`src/rtl/if_pkg.sv`:
```
// Shared types and constants for the IF->ID decoupling queue.
// Latency: n/a (declarations only).
// Backpressure: n/a.
package if_pkg;

  localparam int          XLEN      = 32;
  localparam logic [31:0] NOP_INSTR = 32'h00000013; // ADDI x0,x0,0

  typedef struct packed {
    logic [XLEN-1:0] pc;
    logic [31:0]     instr;
  } ifq_entry_t;

endpackage

```
`src/rtl/ifq_storage.sv`:
```
// Entry array for the IF->ID queue: one synchronous write port, one async read port.
// Latency: write visible on read port after the writing edge; read is combinational.
// Backpressure: none; the owner decides when to write.
module ifq_storage import if_pkg::*; #(
  parameter int DEPTH = 2
) (
  input  logic                     clk,
  input  logic                     we,
  input  logic [$clog2(DEPTH)-1:0] waddr,
  input  ifq_entry_t               wdata,
  input  logic [$clog2(DEPTH)-1:0] raddr,
  output ifq_entry_t               rdata
);

  ifq_entry_t mem_q [DEPTH];

  // Entry contents carry no reset; validity is tracked by the queue count.
  always_ff @(posedge clk) begin
    if (we) mem_q[waddr] <= wdata;
  end

  assign rdata = mem_q[raddr];

endmodule

```
`src/rtl/if_id_queue.sv`:
```
// IF->ID decoupling queue: stores {pc, instr}, presents the head as registered id_* outputs.
// Latency: 1 cycle into an empty queue; otherwise after all older entries dequeue.
// Backpressure: if_ready = (count < DEPTH), independent of id_ready; flush wins over all.
// Optional: define IFQ_MISALIGN_CHECK_EN to add id_misalign (head pc[1:0] != 0 -> NOP).
module if_id_queue #(
  parameter int          XLEN      = if_pkg::XLEN,
  parameter int          DEPTH     = 2,
  parameter logic [31:0] NOP_INSTR = if_pkg::NOP_INSTR
) (
  input  logic                       clk,
  input  logic                       reset,
  input  logic                       if_valid,
  output logic                       if_ready,
  input  logic [XLEN-1:0]            if_pc,
  input  logic [31:0]                if_instr,
  input  logic                       flush,
  input  logic                       id_ready,
  output logic                       id_valid,
  output logic [XLEN-1:0]            id_pc,
  output logic [XLEN-1:0]            id_pc4,
  output logic [31:0]                id_instr,
`ifdef IFQ_MISALIGN_CHECK_EN
  output logic                       id_misalign,
`endif
  output logic [$clog2(DEPTH+1)-1:0] occupancy
);

  import if_pkg::*;

  localparam int             PW      = $clog2(DEPTH);
  localparam int             CW      = $clog2(DEPTH+1);
  localparam logic [CW-1:0]  DEPTH_C = CW'(DEPTH);

  logic [PW-1:0]   rptr_q, rptr_d, wptr_q, wptr_d;
  logic [CW-1:0]   count_q, count_d;
  logic            id_valid_q, id_valid_d;
  logic [XLEN-1:0] id_pc_q, id_pc_d, id_pc4_q, id_pc4_d;
  logic [31:0]     id_instr_q, id_instr_d;
`ifdef IFQ_MISALIGN_CHECK_EN
  logic            id_misalign_q, id_misalign_d;
`endif

  logic       enq, deq, head_is_new;
  ifq_entry_t wr_entry, rd_entry, head;

  assign if_ready = (count_q < DEPTH_C);

  // Handshakes, pointer and count update; flush discards everything in flight.
  always_comb begin
    enq            = if_valid && if_ready;
    deq            = id_valid_q && id_ready;
    wr_entry.pc    = if_pc;
    wr_entry.instr = if_instr;
    rptr_d         = rptr_q;
    wptr_d         = wptr_q;
    count_d        = count_q;
    // The new head is the incoming entry when the queue drains to empty this cycle.
    head_is_new    = enq && (count_q == CW'(deq));
    if (flush) begin
      rptr_d  = '0;
      wptr_d  = '0;
      count_d = '0;
    end else begin
      if (enq) wptr_d = wptr_q + PW'(1);
      if (deq) rptr_d = rptr_q + PW'(1);
      count_d = count_q + CW'(enq) - CW'(deq);
    end
  end

  ifq_storage #(.DEPTH(DEPTH)) u_storage (
    .clk   (clk),
    .we    (enq && !flush),
    .waddr (wptr_q),
    .wdata (wr_entry),
    .raddr (rptr_d),
    .rdata (rd_entry)
  );

  // Next registered head: bypass the write data when the entry lands in an empty slot.
  always_comb begin
    head       = head_is_new ? wr_entry : rd_entry;
    id_valid_d = 1'b0;
    id_pc_d    = id_pc_q;
    id_pc4_d   = id_pc4_q;
    id_instr_d = NOP_INSTR;
`ifdef IFQ_MISALIGN_CHECK_EN
    id_misalign_d = 1'b0;
`endif
    if (count_d != '0) begin
      id_valid_d = 1'b1;
      id_pc_d    = head.pc;
      id_pc4_d   = head.pc + XLEN'(4);
      id_instr_d = head.instr;
`ifdef IFQ_MISALIGN_CHECK_EN
      if (head.pc[1:0] != 2'b00) begin
        id_misalign_d = 1'b1;
        id_instr_d    = NOP_INSTR;
      end
`endif
    end
  end

  // State and output registers.
  always_ff @(posedge clk or posedge reset) begin
    if (reset) begin
      rptr_q     <= '0;
      wptr_q     <= '0;
      count_q    <= '0;
      id_valid_q <= 1'b0;
      id_pc_q    <= '0;
      id_pc4_q   <= XLEN'(4);
      id_instr_q <= NOP_INSTR;
`ifdef IFQ_MISALIGN_CHECK_EN
      id_misalign_q <= 1'b0;
`endif
    end else begin
      rptr_q     <= rptr_d;
      wptr_q     <= wptr_d;
      count_q    <= count_d;
      id_valid_q <= id_valid_d;
      id_pc_q    <= id_pc_d;
      id_pc4_q   <= id_pc4_d;
      id_instr_q <= id_instr_d;
`ifdef IFQ_MISALIGN_CHECK_EN
      id_misalign_q <= id_misalign_d;
`endif
    end
  end

  assign id_valid  = id_valid_q;
  assign id_pc     = id_pc_q;
  assign id_pc4    = id_pc4_q;
  assign id_instr  = id_instr_q;
  assign occupancy = count_q;
`ifdef IFQ_MISALIGN_CHECK_EN
  assign id_misalign = id_misalign_q;
`endif

endmodule

```
`config.mk`:
```
export PLATFORM = sky130hd
export DESIGN_NAME = if_id_queue
export DESIGN_NICKNAME = d
export VERILOG_FILES = /design/src/rtl/if_pkg.sv /design/src/rtl/ifq_storage.sv /design/src/rtl/if_id_queue.sv
export SDC_FILE = /design/constraint.sdc
export NUM_CORES = 1
export LEC_CHECK = 0
export BUFFER_PORTS_ARGS = -buffer_cell sky130_fd_sc_hd__buf_2
export CORE_UTILIZATION = 61
export DETAILED_ROUTE_END_ITERATION = 10
export PLACE_DENSITY = 0.85
export SLEW_MARGIN = 20
export SYNTH_ARGS = -nofsm -noshare
export SYNTH_HDL_FRONTEND = slang
export SYNTH_HIERARCHICAL = 1
export SYNTH_SLANG_ARGS = --single-unit
```
`constraint.sdc`:
```
create_clock -name clk -period 12.67 [get_ports clk]
set_input_delay 2.534 -clock clk [delete_from_list [all_inputs] [get_ports clk]]
set_output_delay 2.534 -clock clk [all_outputs]
set_load 0.02 [all_outputs]
```
# Word level (Yosys, flattened, before mapping)
# Memories as Yosys holds them, arrays and structs flattened.
# Cells that the tools add are included.
word_totals:
  register_bits: 101
  ram_bits: 128
  input_bits: 69
  output_inout_bits: 100
  word_cells: 32
  memories: 1
memory_table:
  columns: ["name", "words", "word_bits", "rd", "rd_clocked_by_memory_dff", "write_ports", "line", "rtl"]
  rows:
  - ["u_storage.mem_q", 2, 64, 1, 0, 1, "ifq_storage.sv:15", "ifq_entry_t mem_q [DEPTH];"]
classes:
  add_sub_neg: 5
  n_lt_le_gt_ge: 1
  n_eq_ne: 1
  n_mux: 10
  reduce_logical: 7
ops:
  columns: ["cell", "count"]
  rows:
  - ["$mux W64", 1]
  - ["$add A32 B3 Y32 const B", 1]
  - ["$mux W32", 1]
  - ["$mux W1", 7]
  - ["$logic_and A1 B1 Y1", 4]
  - ["$reduce_bool A2 Y1", 2]
  - ["$add A1 B1 Y1 const B", 2]
  - ["$add A2 B1 Y2", 1]
  - ["$eq A2 B1 Y1", 1]
  - ["$lt A2 B2 Y1 const B", 1]
  - ["$mux W2", 1]
  - ["$sub A2 B1 Y2", 1]
  - ["$logic_not A1 Y1", 1]

# Longest topological paths before layout
# Gate-level depths: netlist of run 1.
logic_depth:
  ltp_word: 7
  mapped_depth: 15
  depth_no_buf: 13

# Hierarchy
# Netlist of run 1, hierarchy kept.
modules_own_cells:
  columns: ["module", "n_inst", "cells_each", "area_per_inst_um2", "seq_area_each_um2"]
  rows:
  - ["if_id_queue", 1, 581, 5175.0, 2482.4]
  - ["ifq_storage", 1, 201, 4933.5, 3843.7]

# Worst setup path before layout of run 1
# OpenSTA, ideal clock, no wires.
synth_timing:
  path_kind: "input to register"
  from: "input port if_valid"
  to: "memory u_storage/mem_q[0][0] in the netlist's numbering, enable pin"
  setup_time_ns: 0.494
  arrival_ns: 5.552
  setup_slack_ns: 6.625
  stages: 3
  path_buffers: 0
  path_cell_list: "nand2b_4 > nor2_1 > nor2b_1"
synth_via:
  elab_chain_len: 4
synth_lines:
  columns: ["element", "line", "rtl"]
  rows:
  - ["from (decl)", "if_id_queue.sv:12", "input logic if_valid,"]
  - ["$logic_and A1 B1 Y1", "if_id_queue.sv:50", "enq = if_valid && if_ready;"]
  - ["$logic_and A1 B1 Y1", "if_id_queue.sv:72", ".we (enq && !flush),"]
  - ["$mux W1", "ifq_storage.sv:19", "if (we) mem_q[waddr] <= wdata;"]
  - ["$mux W1 (not written as such)", "ifq_storage.sv:19", null]
  - ["to (decl)", "ifq_storage.sv:15", null]
# No other way between the ends.

==> flow_results.xml, run 1 <==
<?xml version="1.0" encoding="UTF-8"?>
<metrics>
  <group name="timing">
    <metric name="skew" unit="ns">0.00639</metric>
    <metric name="unrepaired_setup_endpoints_after_global_routing" unit="">no</metric>
    <metric name="post-route-min-period" unit="ns">6.08</metric>
    <metric name="maximum_clock_frequency" unit="MHz">165</metric>
    <metric name="max-slew-margin-rel" unit="%">25.3</metric>
    <metric name="finalHoldViolations" unit="">0</metric>
    <metric name="report.final.slew_viol_count" unit="">0</metric>
    <metric name="setup_total_negative_slack" unit="ns">0</metric>
    <metric name="timing.final.setup_violations" unit="">0</metric>
    <metric name="min_period_over_period" unit="%">47.9</metric>
    <metric name="worst_slew_pin_slew" unit="ns">1.12</metric>
  </group>
  <group name="critical_path">
    <metric name="setup.worst_path.class" unit="">input pin to flop</metric>
    <metric name="crit_slowest_cell" unit="">nor2_4</metric>
    <metric name="worstPathBufferInverterCount" unit="">2</metric>
    <metric name="critical-path-max-stage-delay" unit="ns">0.85</metric>
    <metric name="path_max_fanout" unit="">39</metric>
    <metric name="critical_path.cell_chain" unit="">buf_2, and2_1, xnor2_1, nor2_4, buf_4, mux2_4, nand2_1, nand2_1, ha_1, nand3_1, nor2_1, mux2_4, o2111a_1, and3_1, o31ai_2</metric>
    <metric name="timing.critical_path.required" unit="ns">13.08</metric>
    <metric name="path_delay_family" unit="">simple AND/OR/NAND/NOR gates</metric>
    <metric name="worstPathArrival" unit="ns">6.49</metric>
    <metric name="cp_launch_type" unit="">input pin</metric>
    <metric name="cp-end-kind" unit="">flop</metric>
  </group>
  <group name="clock_network">
    <metric name="cts_post_setup_buffers_inserted" unit="">0</metric>
    <metric name="worstSkewPairLatency" unit="ns">0.50</metric>
    <metric name="numClockSinks" unit="">227</metric>
    <metric name="cts_resized" unit="">0</metric>
    <metric name="cts_hold_buf" unit="">0</metric>
    <metric name="clk_transition_reported_paths" unit="ns">0.06</metric>
    <metric name="longest_clk_path_bufs" unit="">3</metric>
    <metric name="cts_inserted_buffers" unit="">23</metric>
    <metric name="clock-root-buffer" unit="">clkbuf_16</metric>
    <metric name="htree_levels" unit="">1</metric>
    <metric name="tritoncts" unit="">yes</metric>
  </group>
  <group name="global_route">
    <metric name="track_usage" unit="%">26.6</metric>
    <metric name="grt_max_degree" unit="">97</metric>
    <metric name="first_global_vias" unit="">6674</metric>
    <metric name="global_route_wire_length_before_repair" unit="mm">34.6</metric>
    <metric name="grt_antenna_before_repair" unit="">2</metric>
    <metric name="globalRouteOverflowTotal" unit="">0</metric>
  </group>
  <group name="cells_and_area">
    <metric name="synthToLayoutAreaGrowth" unit="%">16.2</metric>
    <metric name="postLayoutCoreUtil" unit="%">73.2</metric>
    <metric name="final_nets" unit="">1013</metric>
    <metric name="drive_above_1_share" unit="%">30.6</metric>
  </group>
  <group name="floorplanning">
    <metric name="die_height" unit="µm">131</metric>
    <metric name="die-width" unit="µm">131</metric>
    <metric name="core_region_area" unit="µm²">16100</metric>
    <metric name="die_area" unit="µm²">17100</metric>
    <metric name="pin_count" unit="">169</metric>
    <metric name="core.rowCount" unit="">46</metric>
    <metric name="initial_core_util" unit="%">62.9</metric>
  </group>
  <group name="run">
    <metric name="maxCapViolations" unit="">0</metric>
  </group>
  <group name="power_and_ir_drop">
    <metric name="p_leak" unit="nW">5.07</metric>
    <metric name="p_per_area" unit="nW/µm²">236</metric>
    <metric name="power.ir.vdd_worst" unit="mV">0.143</metric>
  </group>
  <group name="yosys">
    <metric name="synthTopCellsByCount" unit="">154 x nand2_1, 128 x edfxtp_1, 95 x dfrtp_1, 61 x mux2_4, 48 x o21ai_0</metric>
    <metric name="synth_sequential_area_ratio" unit="%">62.6</metric>
    <metric name="synthesized_instance_count" unit="">782</metric>
    <metric name="ys_ff_latch" unit="">227</metric>
    <metric name="syn-num-nets" unit="">854</metric>
    <metric name="syn-cell-area" unit="µm²">10100</metric>
    <metric name="synth_enable_flop_cells" unit="">128</metric>
    <metric name="postSynthAreaPerCell" unit="µm²">12.9</metric>
    <metric name="synth.top_cells.by_area" unit="">edfxtp_1 38%, dfrtp_1 24%, mux2_4 9.1%, nand2_1 5.7%, mux2i_1 3.0%</metric>
    <metric name="synth_top_area_share" unit="%">38.0</metric>
    <metric name="synthesis.yosys.warnings" unit="">6</metric>
    <metric name="post_synth_arst_share" unit="%">43.6</metric>
    <metric name="synth.distinct_cells" unit="">46</metric>
    <metric name="synth_largest_area_cell" unit="">edfxtp_1</metric>
    <metric name="yosys.cell_count.top_type" unit="">nand2_1</metric>
    <metric name="ys_dominant_reg_cell" unit="">edfxtp_1</metric>
  </group>
  <group name="place">
    <metric name="gpl.final_weighted_congestion" unit="">0.866</metric>
    <metric name="place.port_buffers" unit="">168</metric>
    <metric name="hpwlAfterDp" unit="mm">14.4</metric>
  </group>
  <group name="detailed_routing">
    <metric name="detailroute.via_count" unit="">6786</metric>
    <metric name="detailedRoute.firstPassIterationCount" unit="">5</metric>
    <metric name="vias_per_cell" unit="">5.77</metric>
    <metric name="post-route-drc-count" unit="">0</metric>
    <metric name="first_iter_violations" unit="">524</metric>
    <metric name="final_antenna_net_count" unit="">0</metric>
    <metric name="route.detailed.wl_per_inst" unit="µm">19.0</metric>
    <metric name="route.final.wire_length" unit="mm">22.3</metric>
  </group>
  <group name="run_status">
    <metric name="run_status" unit="">complete, no violations</metric>
  </group>
  <group name="min_path">
    <metric name="worst_hold_check_path_type" unit="">flop to flop</metric>
  </group>
</metrics>
[report_power, final]
part	switching, mW	total (mW)	internal (mW)
sequential	0.0816	1.06	0.976
clock	0.267	0.680	0.413
combinational	0.677	1.04	0.359
total	1.03	2.77	1.75
[layout by cell type, fill, tap and decap left out, types with 8 or more instances in the layout]
cell,n
buf_2,168
nand2_1,154
edfxtp_1,128
dfrtp_1,95
mux2_4,61
o21ai_0,48
a21oi_1,37
mux2i_1,30
nor2_1,28
nand3_1,24
clkbuf_16,23
xnor2_1,17
nand4_1,16
and3_1,15
xor2_1,14
mux2_2,10
nor3_1,9
o21ai_1,8
[per-layer routing]
layer	track usage, %	wire (µm)	up-vias
li1	-	-	3106
met1	36.0	9330	3311
met2	43.3	10800	318
met3	4.07	1540	51
met4	11.6	671	0
met5	0	0	-
[kinds of logic (layout without fill, tap and decap cells)]
kind of cell	count (synthesis)	in the layout	synth area share [%]
compound gates	111	111	6.24
xor+xnor	31	31	2.69
fa+ha+maj	3	3	0.371
buf+inv	48	224	3.55
flops	227	227	62.6
mux	101	101	13.1
other cells	0	2	0
simple gates	261	261	11.4
[final timing paths]
check	depth (start not counted)	slack, ns	startpoint	end
worst max-delay path	15	6.59	id_ready	id_pc4[30]
worst min-delay path	2	0.46	id_pc4[2]	id_pc4[2]
worst max register to register	14	8.31	id_valid	id_pc4[30]
worst min register to register	2	0.46	id_pc4[2]	id_pc4[2]
max in group asynchronous	3	9.39	reset	id_instr[31]
min in group asynchronous	2	2.08	reset	id_pc4[24]
[tightest hold or removal path, cell delays in order, from the launching register on]
cell     delay [ns]
dfstp_2        0.37
nand2_1        0.05
nand2_1        0.05
[per-stage QoR]
step | hold WS (ns) | worst slack, ns | power (mW) | cell area (µm²) | instances
after CTS | 0.461 | 6.59 | 2.78 | 11700 | 1174
final | 0.460 | 6.59 | 2.77 | 11800 | 1176
after floorplan | 0.492 | 6.62 | 1.83 | 10100 | 782
after detailed placement | 0.451 | 6.10 | 2.10 | 11000 | 1132
after global placement | 0.446 | 6.23 | 2.07 | 11000 | 1132
after global routing | 0.477 | 6.42 | 2.93 | 11800 | 1176
[state kept, by name (all words and copies together) (netlist names)]
signal,count
rptr_q,1
id_pc,32
id_instr,32
occupancy,2
id_pc4,30
u_storage/mem_q,128
id_valid,1
wptr_q,1
[layout make-up]
cell class / count / area, µm²
Antenna cell: 2 / 5.00
Multi-Input combinational cell: 507 / 3460
Clock buffer: 33 / 643
Timing Repair Buffer: 175 / 893
Inverter: 7 / 28.8
Clock inverter: 9 / 119
Tap cell: 216 / 270
Sequential cell: 227 / 6330
Fill cell: 1062 / 4310
Note: power is estimated with default switching activity, not from simulation.
==> run 2, diff against run 1 <==
Settings changed: CORE_UTILIZATION 61 to 51, PLACE_DENSITY 0.85 to 0.76.
Clock period 12.67 ns to 5.1 ns, I/O delays scaled along.
==> run 2 against run 1 <==
Sequential power rose by 150%. Clock-buffer cell count fell by 5. Die area rose by 19%. Via count fell by 3.0%. Wire length fell by 0.98%. Critical path type unchanged. Largest cell class unchanged.
==> flow_results.xml, run 2 (same netlist as run 1, synthesis figures left out) <==
<?xml version="1.0" encoding="UTF-8"?>
<metrics>
  <group name="run">
    <metric name="maxCapViolations" unit="">0</metric>
  </group>
  <group name="place">
    <metric name="dp.cells" unit="">1183</metric>
    <metric name="postPlaceCellArea" unit="µm²">11100</metric>
    <metric name="place.port_buffers" unit="">168</metric>
    <metric name="gpl.final_weighted_congestion" unit="">0.848</metric>
    <metric name="hpwlAfterDp" unit="mm">14.4</metric>
  </group>
  <group name="global_route">
    <metric name="track_usage" unit="%">21.8</metric>
    <metric name="grt_max_degree" unit="">141</metric>
    <metric name="grt_antenna_before_repair" unit="">1</metric>
    <metric name="globalRouteOverflowTotal" unit="">0</metric>
    <metric name="first_global_vias" unit="">6581</metric>
    <metric name="global_route_wire_length_before_repair" unit="mm">34.6</metric>
  </group>
  <group name="timing">
    <metric name="worst_slew_pin_slew" unit="ns">0.955</metric>
    <metric name="unrepaired_setup_endpoints_after_global_routing" unit="">no</metric>
    <metric name="finalHoldViolations" unit="">0</metric>
    <metric name="skew" unit="ns">0.0168</metric>
    <metric name="timing.final.setup_violations" unit="">0</metric>
    <metric name="report.final.slew_viol_count" unit="">0</metric>
    <metric name="min_period_over_period" unit="%">70.2</metric>
    <metric name="setup_total_negative_slack" unit="ns">0</metric>
    <metric name="maximum_clock_frequency" unit="MHz">279</metric>
    <metric name="post-route-min-period" unit="ns">3.58</metric>
    <metric name="max-slew-margin-rel" unit="%">36.3</metric>
  </group>
  <group name="power_and_ir_drop">
    <metric name="fraction_of_power_spent_switching_nets" unit="%">36.9</metric>
    <metric name="p_comb_share" unit="%">37.2</metric>
    <metric name="seq_power_share" unit="%">37.9</metric>
    <metric name="p_per_area" unit="nW/µm²">584</metric>
    <metric name="p_leak" unit="nW">5.09</metric>
    <metric name="power.ir.vdd_worst" unit="mV">0.461</metric>
    <metric name="internal-power" unit="mW">4.37</metric>
    <metric name="switchingPower" unit="mW">2.55</metric>
    <metric name="clock_share_of_power" unit="%">24.8</metric>
  </group>
  <group name="critical_path">
    <metric name="cp-end-kind" unit="">flop</metric>
    <metric name="regToRegStartpoint" unit="">id_valid</metric>
    <metric name="cp_launch_type" unit="">input pin</metric>
    <metric name="path_max_fanout" unit="">19</metric>
    <metric name="worst_r2r_endpoint" unit="">id_pc4[31]</metric>
    <metric name="worst-r2r-cell-count" unit="">12</metric>
    <metric name="timing.critical_path.required" unit="ns">5.47</metric>
    <metric name="worstPathArrival" unit="ns">3.95</metric>
    <metric name="reg2reg_slack" unit="ns">1.72</metric>
    <metric name="setup.worst_path.class" unit="">input pin to flop</metric>
  </group>
  <group name="floorplanning">
    <metric name="core_region_area" unit="µm²">19500</metric>
    <metric name="die_area" unit="µm²">20400</metric>
    <metric name="pin_count" unit="">169</metric>
    <metric name="die_height" unit="µm">143</metric>
    <metric name="die-width" unit="µm">143</metric>
    <metric name="core.rowCount" unit="">51</metric>
    <metric name="initial_core_util" unit="%">51.9</metric>
  </group>
  <group name="clock_network">
    <metric name="worstSkewPairLatency" unit="ns">0.51</metric>
    <metric name="tritoncts" unit="">yes</metric>
    <metric name="clock-root-buffer" unit="">clkbuf_16</metric>
    <metric name="cts_inserted_buffers" unit="">23</metric>
    <metric name="cts_hold_buf" unit="">0</metric>
    <metric name="htree_levels" unit="">1</metric>
    <metric name="clk_transition_reported_paths" unit="ns">0.06</metric>
    <metric name="numClockSinks" unit="">227</metric>
    <metric name="cts_post_setup_buffers_inserted" unit="">0</metric>
    <metric name="longest_clk_path_bufs" unit="">3</metric>
    <metric name="cts_resized" unit="">0</metric>
  </group>
  <group name="min_path">
    <metric name="hold_path.startpoint" unit="">id_pc4[2]</metric>
    <metric name="whs_endpoint" unit="">id_pc4[2]</metric>
    <metric name="worst_hold_check_path_type" unit="">flop to flop</metric>
    <metric name="hold_path_depth" unit="">2</metric>
  </group>
  <group name="detailed_routing">
    <metric name="route.final.wire_length" unit="mm">22.1</metric>
    <metric name="detailroute.via_count" unit="">6583</metric>
    <metric name="first_iter_violations" unit="">518</metric>
    <metric name="final_antenna_net_count" unit="">0</metric>
    <metric name="route.detailed.wl_per_inst" unit="µm">18.0</metric>
    <metric name="vias_per_cell" unit="">5.37</metric>
    <metric name="detailedRoute.firstPassIterationCount" unit="">5</metric>
    <metric name="post-route-drc-count" unit="">0</metric>
  </group>
  <group name="cells_and_area">
    <metric name="synthToLayoutAreaGrowth" unit="%">17.2</metric>
    <metric name="largest_reg_flops" unit="">128</metric>
    <metric name="max_flop_register" unit="">u_storage/mem_q</metric>
    <metric name="drive_above_1_share" unit="%">30.8</metric>
    <metric name="post_route_insts_no_fill" unit="">1226</metric>
    <metric name="final_nets" unit="">1015</metric>
    <metric name="final_common_cell" unit="">buf_2</metric>
    <metric name="postLayoutCoreUtil" unit="%">60.9</metric>
    <metric name="finish.instance_area" unit="µm²">11800</metric>
    <metric name="mostFrequentLayoutCells" unit="">168 x buf_2, 154 x nand2_1, 128 x edfxtp_1</metric>
  </group>
  <group name="run_status">
    <metric name="run_status" unit="">complete, no violations</metric>
  </group>
</metrics>
## run 2: cell count changes in the layout (fill, tap and decap cells not counted), sizes merged
cell    delta
diode      -1
clkinv     +4
buf        +2
clkbuf     -5
bufinv     +1
## run 2: power by group through the flow
| stage | Combinational, mW | Sequential [mW] | Clock [mW] |
|---|---|---|---|
| final | 2.58 | 2.62 | 1.72 |
| after floorplan | 1.46 | 3.08 | 0 |
| after global placement | 2.54 | 2.65 | 0 |
| after global routing | 2.82 | 2.67 | 1.82 |
| after CTS | 2.60 | 2.63 | 1.75 |
| after detailed placement | 2.59 | 2.66 | 0 |
## run 2: how the worst max path moves through the flow
stage                   from                     to  slack (ns)  depth (start not counted)
floorplan           if_valid  u_storage/mem_q[0][0]        0.57                          3
global placement    id_ready             id_pc4[30]        1.08                         12
detailed placement  id_ready             id_pc4[31]        1.01                         13
CTS                 id_ready             id_pc4[31]        1.55                         13
global route        id_ready             id_pc4[29]        1.34                         11
finish              id_ready             id_pc4[31]        1.52                         13
## run 2: routing by layer
layer | vias up | wire length (µm) | track usage (%)
met4 | 2 | 537 | 7.02
met3 | 50 | 992 | 3.39
li1 | 3115 | - | -
met5 | - | 13 | 0
met2 | 189 | 11100 | 37.7
met1 | 3227 | 9490 | 28.2
## run 2: final cells by class
type	count	area, µm²
fill	1526	7610
antenna	1	2.50
multi-input combinational	507	3460
tap	265	332
clock inverter	14	179
timing repair buffer	177	921
sequential	227	6330
inverter	7	28.8
clock buffer	28	594
## run 2: stage by stage
step	hold slack, ns	total power [mW]	setup WS, ns
finish	0.464	6.92	1.52
detailed placement	0.449	5.24	1.01
global placement	0.446	5.19	1.08
floorplan	0.492	4.54	0.569
global route	0.480	7.31	1.34
CTS	0.466	6.98	1.55
## run 2: critical path, stage by stage
cell and delay, ns:
buf_2 0.11, and2_1 0.16, xnor2_1 0.16, nor2_4 0.62, buf_4 0.33, buf_4 0.23, mux2_4 0.18, nand2_1 0.08
nor3_1 0.28, nand4_1 0.14, a221oi_1 0.38, xor2_1 0.17, o21ai_1 0.07
==> run 3, diff against run 2 <==
Settings changed: CORE_UTILIZATION 51 to 56, PLACE_DENSITY 0.76 to 0.79.
Clock period 5.1 ns to 3.54 ns, I/O delays scaled along.
==> run 3 against run 2 <==
Global-route usage up 2.5 points. Wire length increased by 0.80%. Highest routed layer is now met4. Clock power grew 44%. Clock skew down 0.0021 ns.
==> flow_results.xml, run 3 (same netlist as run 1, synthesis figures left out) <==
<?xml version="1.0" encoding="UTF-8"?>
<metrics>
  <group name="timing">
    <metric name="timing.final.setup_violations" unit="">0</metric>
    <metric name="max-slew-margin-rel" unit="%">50.0</metric>
    <metric name="setup_total_negative_slack" unit="ns">0</metric>
    <metric name="finalHoldWorstSlack" unit="ns">0.299</metric>
    <metric name="finalHoldViolations" unit="">0</metric>
    <metric name="skew" unit="ns">0.0147</metric>
    <metric name="unrepaired_setup_endpoints_after_global_routing" unit="">no</metric>
    <metric name="worst_slew_pin_slew" unit="ns">0.729</metric>
    <metric name="maximum_clock_frequency" unit="MHz">322</metric>
    <metric name="report.final.slew_viol_count" unit="">0</metric>
    <metric name="post-route-min-period" unit="ns">3.11</metric>
    <metric name="min_period_over_period" unit="%">87.7</metric>
    <metric name="final_ws_setup" unit="ns">0.434</metric>
  </group>
  <group name="cells_and_area">
    <metric name="largest_reg_flops" unit="">128</metric>
    <metric name="mostFrequentLayoutCells" unit="">168 x buf_2, 154 x nand2_1, 128 x edfxtp_1</metric>
    <metric name="max_flop_register" unit="">u_storage/mem_q</metric>
    <metric name="n_antenna_cell" unit="">0</metric>
    <metric name="drive_above_1_share" unit="%">31.8</metric>
    <metric name="synthToLayoutAreaGrowth" unit="%">18.1</metric>
    <metric name="nFillCells" unit="">1230</metric>
    <metric name="final_nets" unit="">1025</metric>
    <metric name="postLayoutCoreUtil" unit="%">68.3</metric>
    <metric name="finish.instance_area" unit="µm²">11900</metric>
    <metric name="post_route_insts_no_fill" unit="">1196</metric>
    <metric name="final_common_cell" unit="">buf_2</metric>
  </group>
  <group name="floorplanning">
    <metric name="pin_count" unit="">169</metric>
    <metric name="die_height" unit="µm">136</metric>
    <metric name="initial_core_util" unit="%">57.8</metric>
    <metric name="die-width" unit="µm">136</metric>
    <metric name="core_region_area" unit="µm²">17500</metric>
    <metric name="die_area" unit="µm²">18600</metric>
    <metric name="core.rowCount" unit="">48</metric>
  </group>
  <group name="place">
    <metric name="hpwlAfterDp" unit="mm">15.0</metric>
    <metric name="dp.cells" unit="">1152</metric>
    <metric name="dp_slack" unit="ns">0.0463</metric>
    <metric name="gpl.final_weighted_congestion" unit="">0.892</metric>
    <metric name="postPlaceCellArea" unit="µm²">11100</metric>
    <metric name="place.port_buffers" unit="">168</metric>
  </group>
  <group name="clock_network">
    <metric name="cts_inserted_buffers" unit="">24</metric>
    <metric name="clk_transition_reported_paths" unit="ns">0.06</metric>
    <metric name="longest_clk_path_bufs" unit="">3</metric>
    <metric name="worstSkewPairLatency" unit="ns">0.51</metric>
    <metric name="numClockSinks" unit="">227</metric>
    <metric name="cts_hold_buf" unit="">0</metric>
    <metric name="htree_levels" unit="">1</metric>
    <metric name="tritoncts" unit="">yes</metric>
    <metric name="clock-root-buffer" unit="">clkbuf_16</metric>
    <metric name="cts_resized" unit="">0</metric>
    <metric name="cts_post_setup_buffers_inserted" unit="">0</metric>
  </group>
  <group name="detailed_routing">
    <metric name="detailroute.via_count" unit="">6677</metric>
    <metric name="route.detailed.wl_per_inst" unit="µm">18.6</metric>
    <metric name="final_antenna_net_count" unit="">0</metric>
    <metric name="vias_per_cell" unit="">5.58</metric>
    <metric name="first_iter_violations" unit="">460</metric>
    <metric name="route.final.wire_length" unit="mm">22.3</metric>
    <metric name="detailedRoute.firstPassIterationCount" unit="">5</metric>
    <metric name="post-route-drc-count" unit="">0</metric>
  </group>
  <group name="power_and_ir_drop">
    <metric name="design_power_total" unit="mW">10.1</metric>
    <metric name="p_leak" unit="nW">5.16</metric>
    <metric name="p_per_area" unit="nW/µm²">842</metric>
    <metric name="power.ir.vdd_worst" unit="mV">1.37</metric>
  </group>
  <group name="min_path">
    <metric name="worst_hold_check_path_type" unit="">input pin to asynchronous set/reset pin</metric>
  </group>
  <group name="critical_path">
    <metric name="setup.worst_path.class" unit="">flop to flop</metric>
    <metric name="critical_path.cell_chain" unit="">and2_1, xnor2_1, nor2_4, mux2_4, nand2_1, nand2_1, ha_1, nand3_1, nor2_1, mux2_4, o2111a_1, and3_1, o31ai_2</metric>
    <metric name="reg2reg_slack" unit="ns">0.43</metric>
    <metric name="cp-end-kind" unit="">flop</metric>
    <metric name="critical-path-max-stage-delay" unit="ns">0.39</metric>
    <metric name="worst-r2r-cell-count" unit="">13</metric>
    <metric name="worstPathArrival" unit="ns">3.51</metric>
    <metric name="path_max_fanout" unit="">11</metric>
    <metric name="crit_slowest_cell" unit="">dfrtp_1</metric>
    <metric name="timing.critical_path.required" unit="ns">3.95</metric>
    <metric name="cp_launch_type" unit="">flop</metric>
    <metric name="worst_r2r_endpoint" unit="">id_pc4[30]</metric>
    <metric name="regToRegStartpoint" unit="">id_valid</metric>
  </group>
  <group name="global_route">
    <metric name="met2_usage" unit="%">40.6</metric>
    <metric name="use_met3" unit="%">3.17</metric>
    <metric name="globalRouteOverflowTotal" unit="">0</metric>
    <metric name="global_route_wire_length_before_repair" unit="mm">34.9</metric>
    <metric name="grt_antenna_before_repair" unit="">0</metric>
    <metric name="globalRoute.busiestLayer" unit="">met2</metric>
    <metric name="met1_global_route_usage" unit="%">33.3</metric>
    <metric name="first_global_vias" unit="">6596</metric>
    <metric name="track_usage" unit="%">24.3</metric>
    <metric name="grt_max_degree" unit="">141</metric>
  </group>
  <group name="run_status">
    <metric name="run_status" unit="">complete, no violations</metric>
  </group>
  <group name="run">
    <metric name="maxCapViolations" unit="">0</metric>
  </group>
</metrics>
==> run 3: cell count changes in the layout (fill, tap and decap cells not counted), moves of 3 or more <==
cell | before | now
buf_4 | 8 | 13
clkinv_1 | 5 | 0
buf_12 | 1 | 5
clkbuf_8 | 0 | 6
clkbuf_1 | 5 | 8
bufinv_16 | 4 | 1
==> run 3: worst max-delay path by stage <==
stage | start | endpoint | slack [ns] | cells after the start
floorplan | reset | id_instr[10] | 0.25 | 1
global placement | id_ready | id_pc4[30] | 0.17 | 14
detailed placement | id_ready | id_pc4[30] | 0.05 | 14
CTS | id_valid | id_pc4[30] | 0.44 | 13
global route | id_valid | id_pc4[29] | 0.23 | 11
finish | id_valid | id_pc4[30] | 0.43 | 13
==> run 3: final cells by class <==
cell class	count	area (µm²)	area share, %
timing repair buffer	186	1040	8.70
clock buffer	39	738	6.18
inverter	7	28.8	0.241
multi-input combinational	507	3460	29.0
clock inverter	5	63.8	0.534
tap	225	282	2.36
sequential	227	6330	53.0
==> run 3: critical path, delay by kind of cell (launching register included) <==
kind / cells / cell delay [ns]
AO/OA/AOI/OAI: 2 / 0.42
adder cells (fa/ha/maj): 1 / 0.27
AND/OR/NAND/NOR: 7 / 1.05
XOR/XNOR: 1 / 0.18
flip-flops: 1 / 0.39
multiplexers: 2 / 0.69
==> run 3: routing by layer <==
layer / vias to the layer above / wire [µm]
met5: - / 0
met4: 0 / 427
met3: 31 / 1170
met2: 221 / 11100
met1: 3289 / 9610
li1: 3136 / -
==> run 3: power breakdown <==
part           leakage, nW  switching, mW  internal (mW)  total (mW)
logic                 2.36           2.45           1.36        3.81
registers             2.41          0.286           3.49        3.78
clock network        0.390          0.969           1.50        2.47
